$ cat src/rtl/ext_int_portd.sv
// Port D external interrupt block: INT0/INT1 sense control and PCINT2 pin-change
// flags with synchronised pin sampling and an I/O plus data-space register file.
module ext_int_portd #(
  parameter logic [5:0] PCIFR_ADDR = 6'h1B,
  parameter logic [5:0] EIFR_ADDR  = 6'h1C,
  parameter logic [5:0] EIMSK_ADDR = 6'h1D,
  parameter logic [7:0] PCICR_ADR  = 8'h68,
  parameter logic [7:0] EICRA_ADR  = 8'h69,
  parameter logic [7:0] PCMSK2_ADR = 8'h6D
) (
  input  logic       cp2,
  input  logic       ireset,
  input  logic [5:0] IO_Addr,
  input  logic       iore,
  input  logic       iowe,
  input  logic [7:0] ramadr,
  input  logic       ramre,
  input  logic       ramwe,
  input  logic [7:0] dbus_in,
  output logic [7:0] dbus_out,
  output logic       out_en,
  input  logic [7:0] pinD_i,
  output logic       INT0_EN,
  output logic       INT1_EN,
  output logic       PCIE2,
  output logic [7:0] PCINT,
  output logic       int0_irq,
  output logic       int1_irq,
  output logic       pcint2_irq,
  input  logic       int0_ack,
  input  logic       int1_ack,
  input  logic       pcint2_ack
);

  typedef enum logic [1:0] {
    ISC_LOW  = 2'b00,
    ISC_ANY  = 2'b01,
    ISC_FALL = 2'b10,
    ISC_RISE = 2'b11
  } isc_e;

  logic [7:0] r_s1, r_s2, r_s3;
  logic [1:0] r_arm;
  logic [3:0] r_eicra;
  logic [1:0] r_eimsk;
  logic [1:0] r_intf;
  logic       r_pcie2;
  logic       r_pcif;
  logic [7:0] r_pcmsk2;

  logic       w_eicra_we, w_eimsk_we, w_eifr_we, w_pcicr_we, w_pcifr_we, w_pcmsk2_we;
  logic       w_armed;
  logic [7:0] w_chg;
  logic [1:0] w_level;
  logic [1:0] w_int_hit;
  logic [1:0] w_intf_set, w_intf_clr;
  logic       w_pcif_set, w_pcif_clr;

  function automatic logic edge_hit(input logic [1:0] isc, input logic cur, input logic prev);
    case (isc_e'(isc))
      ISC_ANY:  edge_hit = cur ^ prev;
      ISC_FALL: edge_hit = prev & ~cur;
      ISC_RISE: edge_hit = cur & ~prev;
      default:  edge_hit = 1'b0;
    endcase
  endfunction

  assign w_eimsk_we  = iowe  && (IO_Addr == EIMSK_ADDR);
  assign w_eifr_we   = iowe  && (IO_Addr == EIFR_ADDR);
  assign w_pcifr_we  = iowe  && (IO_Addr == PCIFR_ADDR);
  assign w_eicra_we  = ramwe && (ramadr == EICRA_ADR);
  assign w_pcicr_we  = ramwe && (ramadr == PCICR_ADR);
  assign w_pcmsk2_we = ramwe && (ramadr == PCMSK2_ADR);

  assign w_armed = (r_arm == 2'd3);
  assign w_chg   = r_s2 ^ r_s3;
  assign w_level = {r_eicra[3:2] == ISC_LOW, r_eicra[1:0] == ISC_LOW};

  assign w_int_hit[0] = edge_hit(r_eicra[1:0], r_s2[2], r_s3[2]);
  assign w_int_hit[1] = edge_hit(r_eicra[3:2], r_s2[3], r_s3[3]);

  // A write to EICRA can change the edge sense mid-cycle, so no INTF may set then.
  assign w_intf_set = w_int_hit & {2{w_armed & ~w_eicra_we}};
  assign w_intf_clr = (w_eifr_we ? dbus_in[1:0] : 2'b00) | {int1_ack, int0_ack};
  assign w_pcif_set = w_armed & (|(w_chg & r_pcmsk2));
  assign w_pcif_clr = (w_pcifr_we & dbus_in[2]) | pcint2_ack;

  // NOTE: sequential state uses non-blocking assignments so every flop samples
  // the pre-edge value of its neighbours, which the synchroniser chain relies on.
  always_ff @(posedge cp2 or posedge ireset) begin
    if (ireset) begin
      r_s1  <= 8'hFF;
      r_s2  <= 8'hFF;
      r_s3  <= 8'hFF;
      r_arm <= 2'd0;
    end else begin
      r_s1 <= pinD_i;
      r_s2 <= r_s1;
      r_s3 <= r_s2;
      if (!w_armed) r_arm <= r_arm + 2'd1;
    end
  end

  always_ff @(posedge cp2 or posedge ireset) begin
    if (ireset) begin
      r_eicra  <= 4'h0;
      r_eimsk  <= 2'b00;
      r_intf   <= 2'b00;
      r_pcie2  <= 1'b0;
      r_pcif   <= 1'b0;
      r_pcmsk2 <= 8'h00;
    end else begin
      if (w_eicra_we)  r_eicra  <= dbus_in[3:0];
      if (w_eimsk_we)  r_eimsk  <= dbus_in[1:0];
      if (w_pcicr_we)  r_pcie2  <= dbus_in[2];
      if (w_pcmsk2_we) r_pcmsk2 <= dbus_in;
      // Hardware set wins over a simultaneous clear; level mode holds the flag low.
      r_intf <= ((r_intf & ~w_intf_clr) | w_intf_set) & ~w_level;
      r_pcif <= (r_pcif & ~w_pcif_clr) | w_pcif_set;
    end
  end

  // NOTE: every variable gets a default before the case so no latch is inferred.
  always_comb begin
    dbus_out = 8'h00;
    out_en   = 1'b0;
    if (!ireset) begin
      if (iore) begin
        case (IO_Addr)
          PCIFR_ADDR: begin dbus_out = {5'b0, r_pcif, 2'b0}; out_en = 1'b1; end
          EIFR_ADDR:  begin dbus_out = {6'b0, r_intf};       out_en = 1'b1; end
          EIMSK_ADDR: begin dbus_out = {6'b0, r_eimsk};      out_en = 1'b1; end
          default: ;
        endcase
      end
      if (ramre && !out_en) begin
        case (ramadr)
          PCICR_ADR:  begin dbus_out = {5'b0, r_pcie2, 2'b0}; out_en = 1'b1; end
          EICRA_ADR:  begin dbus_out = {4'b0, r_eicra};       out_en = 1'b1; end
          PCMSK2_ADR: begin dbus_out = r_pcmsk2;              out_en = 1'b1; end
          default: ;
        endcase
      end
    end
  end

  assign INT0_EN    = r_eimsk[0];
  assign INT1_EN    = r_eimsk[1];
  assign PCIE2      = r_pcie2;
  assign PCINT      = r_pcmsk2;
  assign int0_irq   = r_eimsk[0] & (w_level[0] ? ~r_s2[2] : r_intf[0]);
  assign int1_irq   = r_eimsk[1] & (w_level[1] ? ~r_s2[3] : r_intf[1]);
  assign pcint2_irq = r_pcie2 & r_pcif;

endmodule

$ cat config.mk
export PLATFORM = sky130hd
export DESIGN_NAME = ext_int_portd
export DESIGN_NICKNAME = d
export VERILOG_FILES = /design/src/rtl/ext_int_portd.sv
export SDC_FILE = /design/constraint.sdc
export NUM_CORES = 1
export LEC_CHECK = 0
export ABC_AREA = 1
export CAP_MARGIN = 20
export CORE_UTILIZATION = 41
export DETAILED_ROUTE_END_ITERATION = 12
export GPL_ROUTABILITY_DRIVEN = 0
export PLACE_DENSITY = 0.71
export SKIP_CTS_REPAIR_TIMING = 1
export SLEW_MARGIN = 25
export SYNTH_ARGS = -nofsm -noshare
export SYNTH_HDL_FRONTEND = slang
export SYNTH_SLANG_ARGS = --single-unit
$ cat constraint.sdc
create_clock -name cp2 -period 6.93 [get_ports cp2]
set_input_delay 1.7325 -clock cp2 [delete_from_list [all_inputs] [get_ports cp2]]
set_output_delay 1.7325 -clock cp2 [all_outputs]
set_load 0.02 [all_outputs]
* Word-level counts from Yosys, hierarchy flattened
Index checks and enable logic that the tools add are counted.
Word-level totals: register bits after elaboration 44, latch bits 0, memory bits (writable) 0, bits in read-only memories 0, bits of input ports 39, output and inout bits 23, logic and storage cells 83, memories 0
Operators by class: $add $sub $neg 1, $mul 0, divide/modulo/power cells 0, $lt $le $gt $ge 0, equal/unequal tests 13, shift operators 0, mux-type cells 16, bitwise operators 30, reductions and logical operators 13
Operator list (number):
- == test 8 x 7 -> 1 bit (second input constant) | 3
- case mux 8 bit (3 select lines) | 1
- == test 6 x 5 -> 1 bit (second input constant) | 3
- two-way mux 8 bit | 2
- AND 1 bit | 11
- == test 2 bit (second input constant) | 5
- case mux 3 bit (3 select lines) | 1
- AND 8 bit | 1
- two-way mux 1 bit | 8
- OR reduction 8 bit | 1
- bitwise XOR 8 bit | 1
- logical AND 1 bit | 7
- AND 2 bit | 3
- NOT 1 bit | 6
- case mux 1 bit (3 select lines) | 2
- OR reduction 3 bit | 2
- == test 2 x 1 -> 1 bit (second input constant) | 2
- logical NOT 2 bit | 2
- NOT 2 bit | 2
- bitwise OR 2 bit | 2
- two-way mux 3 bit | 1
- adder 2 x 1 -> 2 bit (second input constant) | 1
- two-way mux 2 bit | 1
- bitwise OR 1 bit | 2
- other kinds (2) | 3

* Logic depth before layout (Yosys ltp)
Gate-level depths: netlist of the first run.
word-level depth 9, depth in mapped cells 8

* Worst setup path before layout of the first run
Ideal clock, no wire load.
path kind in2out, from input ireset, to output dbus_out[3], arrival time 3222 ps, required time 5197 ps, path slack 1976 ps, cell stages on the path 3, cell sequence inv_1 -> nand4_1 -> a21oi_1
On the way: cells in the longest elaborated chain, start to end 1
Ends and longest elaborated chain:
- from (decl) | line 12 | input logic ireset,
- two-way mux 8 bit | line 127 | if (!ireset) begin
- to (decl) | line 20 | output logic [7:0] dbus_out,
Every way passes these cells.

* Final worst setup path of the first run
from input ramadr[6], to output dbus_out[3]
On the way: cells in the longest elaborated chain, start to end 4, elaborated cells on any way between the ends 6, those cells by class eq/ne (3); mux (3)
Ends and longest elaborated chain:
- from (decl) | line 16 | input logic [7:0] ramadr,
- == test 8 x 7 -> 1 bit | line 137 | case (ramadr)
- case mux 8 bit (3 select lines) * | line 137
- two-way mux 8 bit * | line 136 | if (ramre && !out_en) begin
- two-way mux 8 bit * | line 127
Mark *: on every way between the ends. The rest lies on a longest branch, timed or not.

==> qor.yml, run 1 <==
flow_run:
  maxCapViolCount: 0
power:
  p_leak_nw: 1.335
  ir_drop_mv: 0.1487
  p_per_area_nw_per_um2: 188.0
floorplanning:
  design.die.area_sq_um: 5458
  initial_utilization_pct: 43.69
  rows: 25
  die_x_microns: 73.88
  coreArea_sq_um: 4848
  die_h_microns: 73.88
  pin_count: 62
grt:
  grt_usage_pct: 18.08
  grt_first_pass_wirelength_microns: 7355
  grt_pass1_vias: 1625
  grt_max_degree: 45
  antenna_found_initial: 0
  grt-ovfl-total: 0
critical_path:
  path_class: "in -> out"
  r2r_slack_ps: 5380
  cp-start-kind: "input port"
  critical_path.max_fanout: 12
  cp_data_arrival_time_ps: 3800
  required_ps: 5200
  worst_setup_path_end_kind: "output port"
  r2r_end: "r_pcif$_DFF_PP0_"
  startpoint: "ramadr[6]"
  rr_worst_depth: 7
  reg2reg_from: "r_s2[2]$_DFF_PP1_"
hold_path:
  hold_path_depth: 0
  min_delay_worst_endpoint: "r_s2[3]$_DFF_PP1_"
  hp-class: "reg -> reg"
  hp-start: "r_s1[3]$_DFF_PP1_"
detailed_routing:
  ant_nets: 0
  drt_iter0_drc: 95
  route.detailed.drc: 0
  via_count: 1777
  wire_per_inst_microns: 12.47
  vias_per_cell: 4.816
  wl_microns: 4602
  firstDrtPassIters: 4
clock_tree:
  clockRootBuffer: "clkbuf_8"
  clock_latency_ps: 290
  clkTransAtPathRegs_ps: 70
  cts_buffers: 5
  cts_tree: "built"
  clk_path_buf_depth: 2
  cts_max_level: 2
  cts_sinks: 44
sta:
  finalSetupViolations: 0
  maxSlewViolCount: 0
  tightest_slew_ps: 534.3
  fin_crit_sh_pct: 79.81
  holdWs_ps: 356.8
  period_minus_slack_ps: 5531
  grt_setup_unrepaired: "false"
  fin_skew_ps: 6.961
  hold_viol: 0
  fmax_mhz: 180.8
  slew_headroom_pct: 64.38
  tns_ps: 0
synthesis:
  synth_most_common_cell: "nand2_1"
  ys_types: 31
  synth-seq-area-share_pct: 53.40
  ys_seq_elements: 44
  synth_nets: 278
  synth_area_leaders: "dfstp_2 (30%), dfrtp_1 (24%), nand2_1 (8.7%)"
  synth-async-reset-ratio_pct: 100.0
  yosys_warnings: 0
  synth_ff_type: "dfstp_2"
  avgSynthCellArea_sq_um: 9.052
  syn_area_sq_um: 2118
  yosys.area.top_type: "dfstp_2"
  synth_top_area_share_pct: 29.77
  ys_top_cells_by_count: "nand2_1 (49), inv_1 (32), dfstp_2 (24)"
  synth_edf_count: 0
  synthCells: 234
layout:
  antennaDiodeCount: 0
  nets: 345
  drive_gt1_share_pct: 16.23
  finalNonFillerCells: 369
  num-fill-cells: 427
  post-route-cell-area_sq_um: 2920
  area_growth_pct: 37.86
placement:
  dp_hpwl_microns: 3560
  placed_area_sq_um: 2804
  io_buffers: 61
  placed_cells: 361
run_status:
  status: "completed"
## how the worst max path moves through the flow
stage	slack (ps)	endpoint	cells after the start
after floorplan	1980	dbus_out[3]	3
after global placement	1480	dbus_out[3]	8
after detailed placement	1410	dbus_out[1]	8
after CTS	1390	dbus_out[3]	8
after global routing	1200	dbus_out[1]	8
final	1400	dbus_out[3]	8
## cells in the final DEF, fill, tap and decap left out, drive strengths merged
cell           instances
dfrtp                 20
o21ai                 15
xnor2                  1
clkbuf                 7
nand2                 54
or2                    2
inv                   33
o22ai                  1
mux2                   3
a21oi                  9
o211a                  2
buf                    1
nor2                  25
dfstp                 24
nand4                  4
clkinv                 2
clkdlybuf4s50         61
o31ai                  1
nor3                   5
ha                     5
o211ai                 2
nand3b                 3
nand3                 22
## worst max-delay path: stages
cell	delay, ps
clkdlybuf4s50_1	480
nand2_2	80
nor2_4	320
nand2_1	150
nand2_1	140
nand3_1	110
a21oi_1	140
clkdlybuf4s50_1	650
## cells by family after synthesis
kind of cell / count (synthesis) / synth area share [%]
AOI/OAI and AO/OA: 30 / 7.974
xor gates and xnor gates: 1 / 0.4135
adders and majority gates: 5 / 2.953
buffers and inverters: 36 / 6.793
DFF: 44 / 53.40
muxes: 3 / 1.595
and+or+nand+nor: 115 / 26.88
## per-stage QoR
stage	worst slack, ps	util [%]	power [W]
2_1_floorplan	1976	-	0.0003200
3_5_place_dp	1412	57.83	0.0003648
3_3_place_gp	1476	57.83	0.0003625
6_report	1399	60.23	0.0005490
5_1_grt	1201	60.23	0.0005740
4_1_cts	1393	60.23	0.0005549
## registers in the layout, summed over array words and instances (netlist names)
| register | flops |
|---|---|
| PCIE2 | 1 |
| PCINT | 8 |
| r_arm | 2 |
| r_eicra | 4 |
| r_eimsk | 2 |
| r_intf | 2 |
| r_pcif | 1 |
| r_s1 | 8 |
| r_s2 | 8 |
| r_s3 | 8 |
## per-layer routing
| layer | track usage, % | share of wire (%) | vias to the layer above |
|---|---|---|---|
| met4 | 7.265 | 1.9 | 0 |
| li1 | - | - | 885 |
| met5 | 0 | 0 | - |
| met3 | 3.841 | 5.5 | 10 |
| met2 | 28.85 | 47 | 57 |
| met1 | 24.00 | 46 | 825 |
## power by group
part / switching [W] / leakage (nW) / internal, W / total (W)
Clock: 0.0000863 / 0.0596 / 0.000103 / 0.000190
Sequential: 0.0000107 / 0.504 / 0.000275 / 0.000286
Combinational: 0.0000354 / 0.772 / 0.0000384 / 0.0000738
Total: 0.000132 / 1.34 / 0.000417 / 0.000549
## cell type report
class / instances / area [sq um] / area share (%)
flip-flops and latches: 44 / 1131 / 38.73
inverters: 34 / 127.6 / 4.370
multi-input cells: 154 / 843.3 / 28.88
repair buffers: 62 / 618.1 / 21.17
clock buffers: 7 / 107.6 / 3.685
clock inverters: 1 / 8.758 / 0.2999
well taps: 67 / 83.83 / 2.871
Power figures use the tool's default switching activity.
==> run 2: changes to the inputs <==
PLACE_DENSITY = 0.74   (was 0.71)
clock period = 4.5 ns   (was 6.93 ns; I/O delays follow)
==> qor.yml, run 2 (synthesized netlist as in run 1, its figures left out) <==
sta:
  fmax_mhz: 233.3
  fin_skew_ps: 5.060
  grt_setup_unrepaired: "false"
  slew_headroom_pct: 65.36
  hold_viol: 0
  tns_ps: 0
  period_minus_slack_ps: 4286
  maxSlewViolCount: 0
  tightest_slew_ps: 519.6
  finalSetupViolations: 0
  fin_crit_sh_pct: 95.25
detailed_routing:
  firstDrtPassIters: 4
  vias_per_cell: 4.708
  ant_nets: 0
  wire_per_inst_microns: 12.12
  via_count: 1742
  drt_iter0_drc: 124
  route.detailed.drc: 0
  wl_microns: 4483
floorplanning:
  design.die.area_sq_um: 5458
  initial_utilization_pct: 43.69
  pin_count: 62
  coreArea_sq_um: 4848
  die_h_microns: 73.88
  rows: 25
  die_x_microns: 73.88
power:
  p_per_area_nw_per_um2: 286.1
  comb_power_share_pct: 13.7
  sw_frac_of_total_pct: 24.82
  pwr-share-clk_pct: 33.7
  p_leak_nw: 1.338
  p_sw_w: 0.0002073
  p_int_w: 0.0006280
  seqPwrFrac_pct: 52.6
  ir_drop_mv: 0.1813
placement:
  placed_area_sq_um: 2811
  dp_hpwl_microns: 3442
  io_buffers: 61
clock_tree:
  cts_sinks: 44
  cts_max_level: 2
  clock_latency_ps: 290
  clockRootBuffer: "clkbuf_8"
  cts_buffers: 5
  clk_path_buf_depth: 2
  clkTransAtPathRegs_ps: 80
  cts_tree: "built"
layout:
  nets: 346
  area_growth_pct: 37.86
  layout.area.seq_sq_um: 1131
  drive_gt1_share_pct: 16.50
  final_cell_mix: "clkdlybuf4s50_1 (61), nand2_1 (49), inv_1 (31)"
  num-fill-cells: 433
  antennaDiodeCount: 0
  post-route-cell-area_sq_um: 2920
  multi_input_area_sq_um: 843.3
  mostFrequentLayoutCell: "clkdlybuf4s50_1"
flow_run:
  maxCapViolCount: 0
grt:
  grt_first_pass_wirelength_microns: 7182
  grt_pass1_vias: 1631
  grt-ovfl-total: 0
  grt-busiest-layer: "met2"
  use_met2_pct: 28.54
  antenna_found_initial: 0
  grt_max_degree: 45
  grt_usage_pct: 17.88
  met3_usage_pct: 4.938
  grt_util_met1_pct: 22.97
run_status:
  status: "completed"
critical_path:
  required_ps: 3380
  critical_path.max_fanout: 11
  slowest_delay_ps: 620
  critPathTopFamily: "buffers and inverters"
  cp-start-kind: "input port"
  cp_slowest_cell: "clkdlybuf4s50_1"
  worst_setup_path_end_kind: "output port"
  cp_data_arrival_time_ps: 3160
  cp_cell_sequence: "clkdlybuf4s50_1 > nand2_2 > nor2_4 > nand2_1 > nand2_1 > nand4_1 > a21oi_1 > clkdlybuf4s50_1"
  path_class: "in -> out"
  cp_num_buf_inv: 2
hold_path:
  hp-class: "reg -> reg"
run 2: cell type report:
cell class              instances  area share (%)
flip-flops and latches         44           38.73
multi-input cells             154           28.88
repair buffers                 63           21.42
inverters                      34           4.370
clock buffers                   6           3.213
well taps                      67           2.871
clock inverters                 2          0.5141
run 2: per-stage QoR:
step                      total power, W  cells  setup WS [ps]  hold slack (ps)  util (%)
after global routing           0.0008766    370          59.06            363.9     60.23
after global placement         0.0005589    362          270.2            345.7     57.99
after floorplan                0.0004927    234          760.6            345.2         -
final                          0.0008354    370          213.9            358.4     60.23
after detailed placement       0.0005619    362          222.8            347.3     57.99
after CTS                      0.0008446    370          213.9            359.6     60.23
run 2: per-layer routing:
metal	part of all wire (%)	vias to the layer above
met3	5.6	10
met1	47	791
met5	0	-
li1	-	888
met4	1.2	0
met2	46	53
run 2: path summary, 6_finish.rpt:
path | start | to | slack (ps) | cells after the start
worst max-delay path | ramadr[6] | dbus_out[1] | 210 | 8
min in group asynchronous | ireset | PCINT[5]$_DFFE_PP0P_ | 1540 | 3
worst min-delay path | r_s1[1]$_DFF_PP1_ | r_s2[1]$_DFF_PP1_ | 360 | 0
worst min register to register | r_s1[1]$_DFF_PP1_ | r_s2[1]$_DFF_PP1_ | 360 | 0
max in group asynchronous | ireset | r_s3[2]$_DFF_PP1_ | 2580 | 3
worst max register to register | r_s2[2]$_DFF_PP1_ | r_pcif$_DFF_PP0_ | 2950 | 7
run 2: power by group through the flow:
stage	logic (W)	clock network (W)	registers, W
after CTS	0.000116	0.000289	0.000440
after global routing	0.000126	0.000308	0.000443
after detailed placement	0.000115	0	0.000446
after floorplan	0.0000433	0	0.000449
final	0.000115	0.000281	0.000440
after global placement	0.000113	0	0.000445
==> run 3: changes to the inputs <==
CORE_MARGIN = 2   (was not set)
==> qor.yml, run 3 (synthesized netlist as in run 1, its figures left out) <==
clock_tree:
  cts_max_level: 2
  clkTransAtPathRegs_ps: 80
  clockRootBuffer: "clkbuf_8"
  clk_path_buf_depth: 2
  cts_sinks: 44
  clock_latency_ps: 290
  cts_tree: "built"
  cts_buffers: 5
sta:
  fin_skew_ps: 7.543
  period_minus_slack_ps: 4244
  finalSetupViolations: 0
  tightest_slew_ps: 543.8
  worst_slack_ps: 256.1
  slew_headroom_pct: 63.75
  maxSlewViolCount: 0
  grt_setup_unrepaired: "false"
  tns_ps: 0
  fmax_mhz: 235.6
  fin_crit_sh_pct: 94.31
  hold_viol: 0
  holdWs_ps: 350.7
critical_path:
  path_class: "in -> out"
  cp_slowest_cell: "clkdlybuf4s50_1"
  cp_num_buf_inv: 2
  cp-start-kind: "input port"
  cp_data_arrival_time_ps: 3120
  critPathTopFamily: "buffers and inverters"
  reg2reg_from: "r_s2[2]$_DFF_PP1_"
  r2r_end: "r_pcif$_DFF_PP0_"
  r2r_slack_ps: 2960
  slowest_delay_ps: 630
  cp_cell_sequence: "clkdlybuf4s50_1 > nand2_2 > nor2_4 > nand2_1 > nand2_1 > nand3_1 > a21oi_1 > clkdlybuf4s50_1"
  required_ps: 3380
  critical_path.max_fanout: 12
  startpoint: "ramadr[6]"
  rr_worst_depth: 7
  worst_setup_path_end_kind: "output port"
layout:
  layout.area.seq_sq_um: 1131
  antennaDiodeCount: 0
  mostFrequentLayoutCell: "clkdlybuf4s50_1"
  final_cell_mix: "clkdlybuf4s50_1 (61), nand2_1 (49), inv_1 (32)"
  drive_gt1_share_pct: 15.89
  nets: 345
  multi_input_area_sq_um: 843.3
  area_growth_pct: 36.98
  finalNonFillerCells: 372
  num-fill-cells: 465
placement:
  dp_hpwl_microns: 3455
  io_buffers: 61
  post-place-ws_ps: 262.4
  placed_cells: 364
hold_path:
  hp-start: "r_s1[2]$_DFF_PP1_"
  min_delay_worst_endpoint: "r_s2[2]$_DFF_PP1_"
  hp-class: "reg -> reg"
  hold_path_depth: 0
floorplanning:
  initial_utilization_pct: 42.01
  rows: 26
  die_h_microns: 75.88
  pin_count: 62
  die_x_microns: 75.88
  design.die.area_sq_um: 5758
  coreArea_sq_um: 5042
power:
  p_leak_nw: 1.324
  p_per_area_nw_per_um2: 276.8
  p_total_w: 0.0008033
  ir_drop_mv: 0.1598
grt:
  grt_pass1_vias: 1626
  grt_first_pass_wirelength_microns: 7210
  grt_usage_pct: 16.54
  grt_max_degree: 45
  antenna_found_initial: 0
  grt-ovfl-total: 0
detailed_routing:
  drt_iter0_drc: 97
  wl_microns: 4438
  via_count: 1747
  vias_per_cell: 4.696
  route.detailed.drc: 0
  wire_per_inst_microns: 11.93
  ant_nets: 0
  firstDrtPassIters: 4
run_status:
  status: "completed"
flow_run:
  maxCapViolCount: 0
## run 3: changes by cell type in the layout (fill, tap and decap cells not counted)
cell	change
inv_6	-1
buf_4	-1
clkinv_1	-1
clkbuf_1	+1
clkbuf_8	+1
inv_1	+1
clkinvlp_4	+1
clkbuf_16	-1
inv_4	-1
## run 3: report_power, final
group          internal [W]  total (W)  switching, W
logic             0.0000592   0.000114     0.0000544
clock network      0.000125   0.000250      0.000125
registers          0.000424   0.000440     0.0000164
## run 3: per-layer routing
metal / track usage (%) / up-vias / routed length (microns)
met1: 21.68 / 807 / 1976
met2: 27.68 / 51 / 2102
li1: - / 885 / -
met3: 4.365 / 4 / 326
met4: 3.509 / 0 / 33
met5: 0 / - / 0
## run 3: metrics by stage
stage          utilization (%)  cell area [sq um]
5_1_grt                  57.54               2902
4_1_cts                  57.54               2902
3_3_place_gp             55.68               2808
2_1_floorplan                -               2118
6_report                 57.54               2902
3_5_place_dp             55.68               2808
## run 3: final cells by class
cell class / count / area share [%]
clock buffers: 7 / 2.975
clock inverters: 1 / 0.2587
inverters: 34 / 4.398
multi-input cells: 154 / 29.06
flip-flops and latches: 44 / 38.98
well taps: 70 / 3.019
repair buffers: 62 / 21.30
## run 3: worst max-delay path by stage
stage	end	slack, ps	cells past startpoint
4_1_cts	dbus_out[0]	260	8
6_report	dbus_out[3]	260	8
3_5_place_dp	dbus_out[0]	260	8
5_1_grt	dbus_out[0]	90	9
2_1_floorplan	dbus_out[3]	760	3
3_3_place_gp	dbus_out[1]	290	8
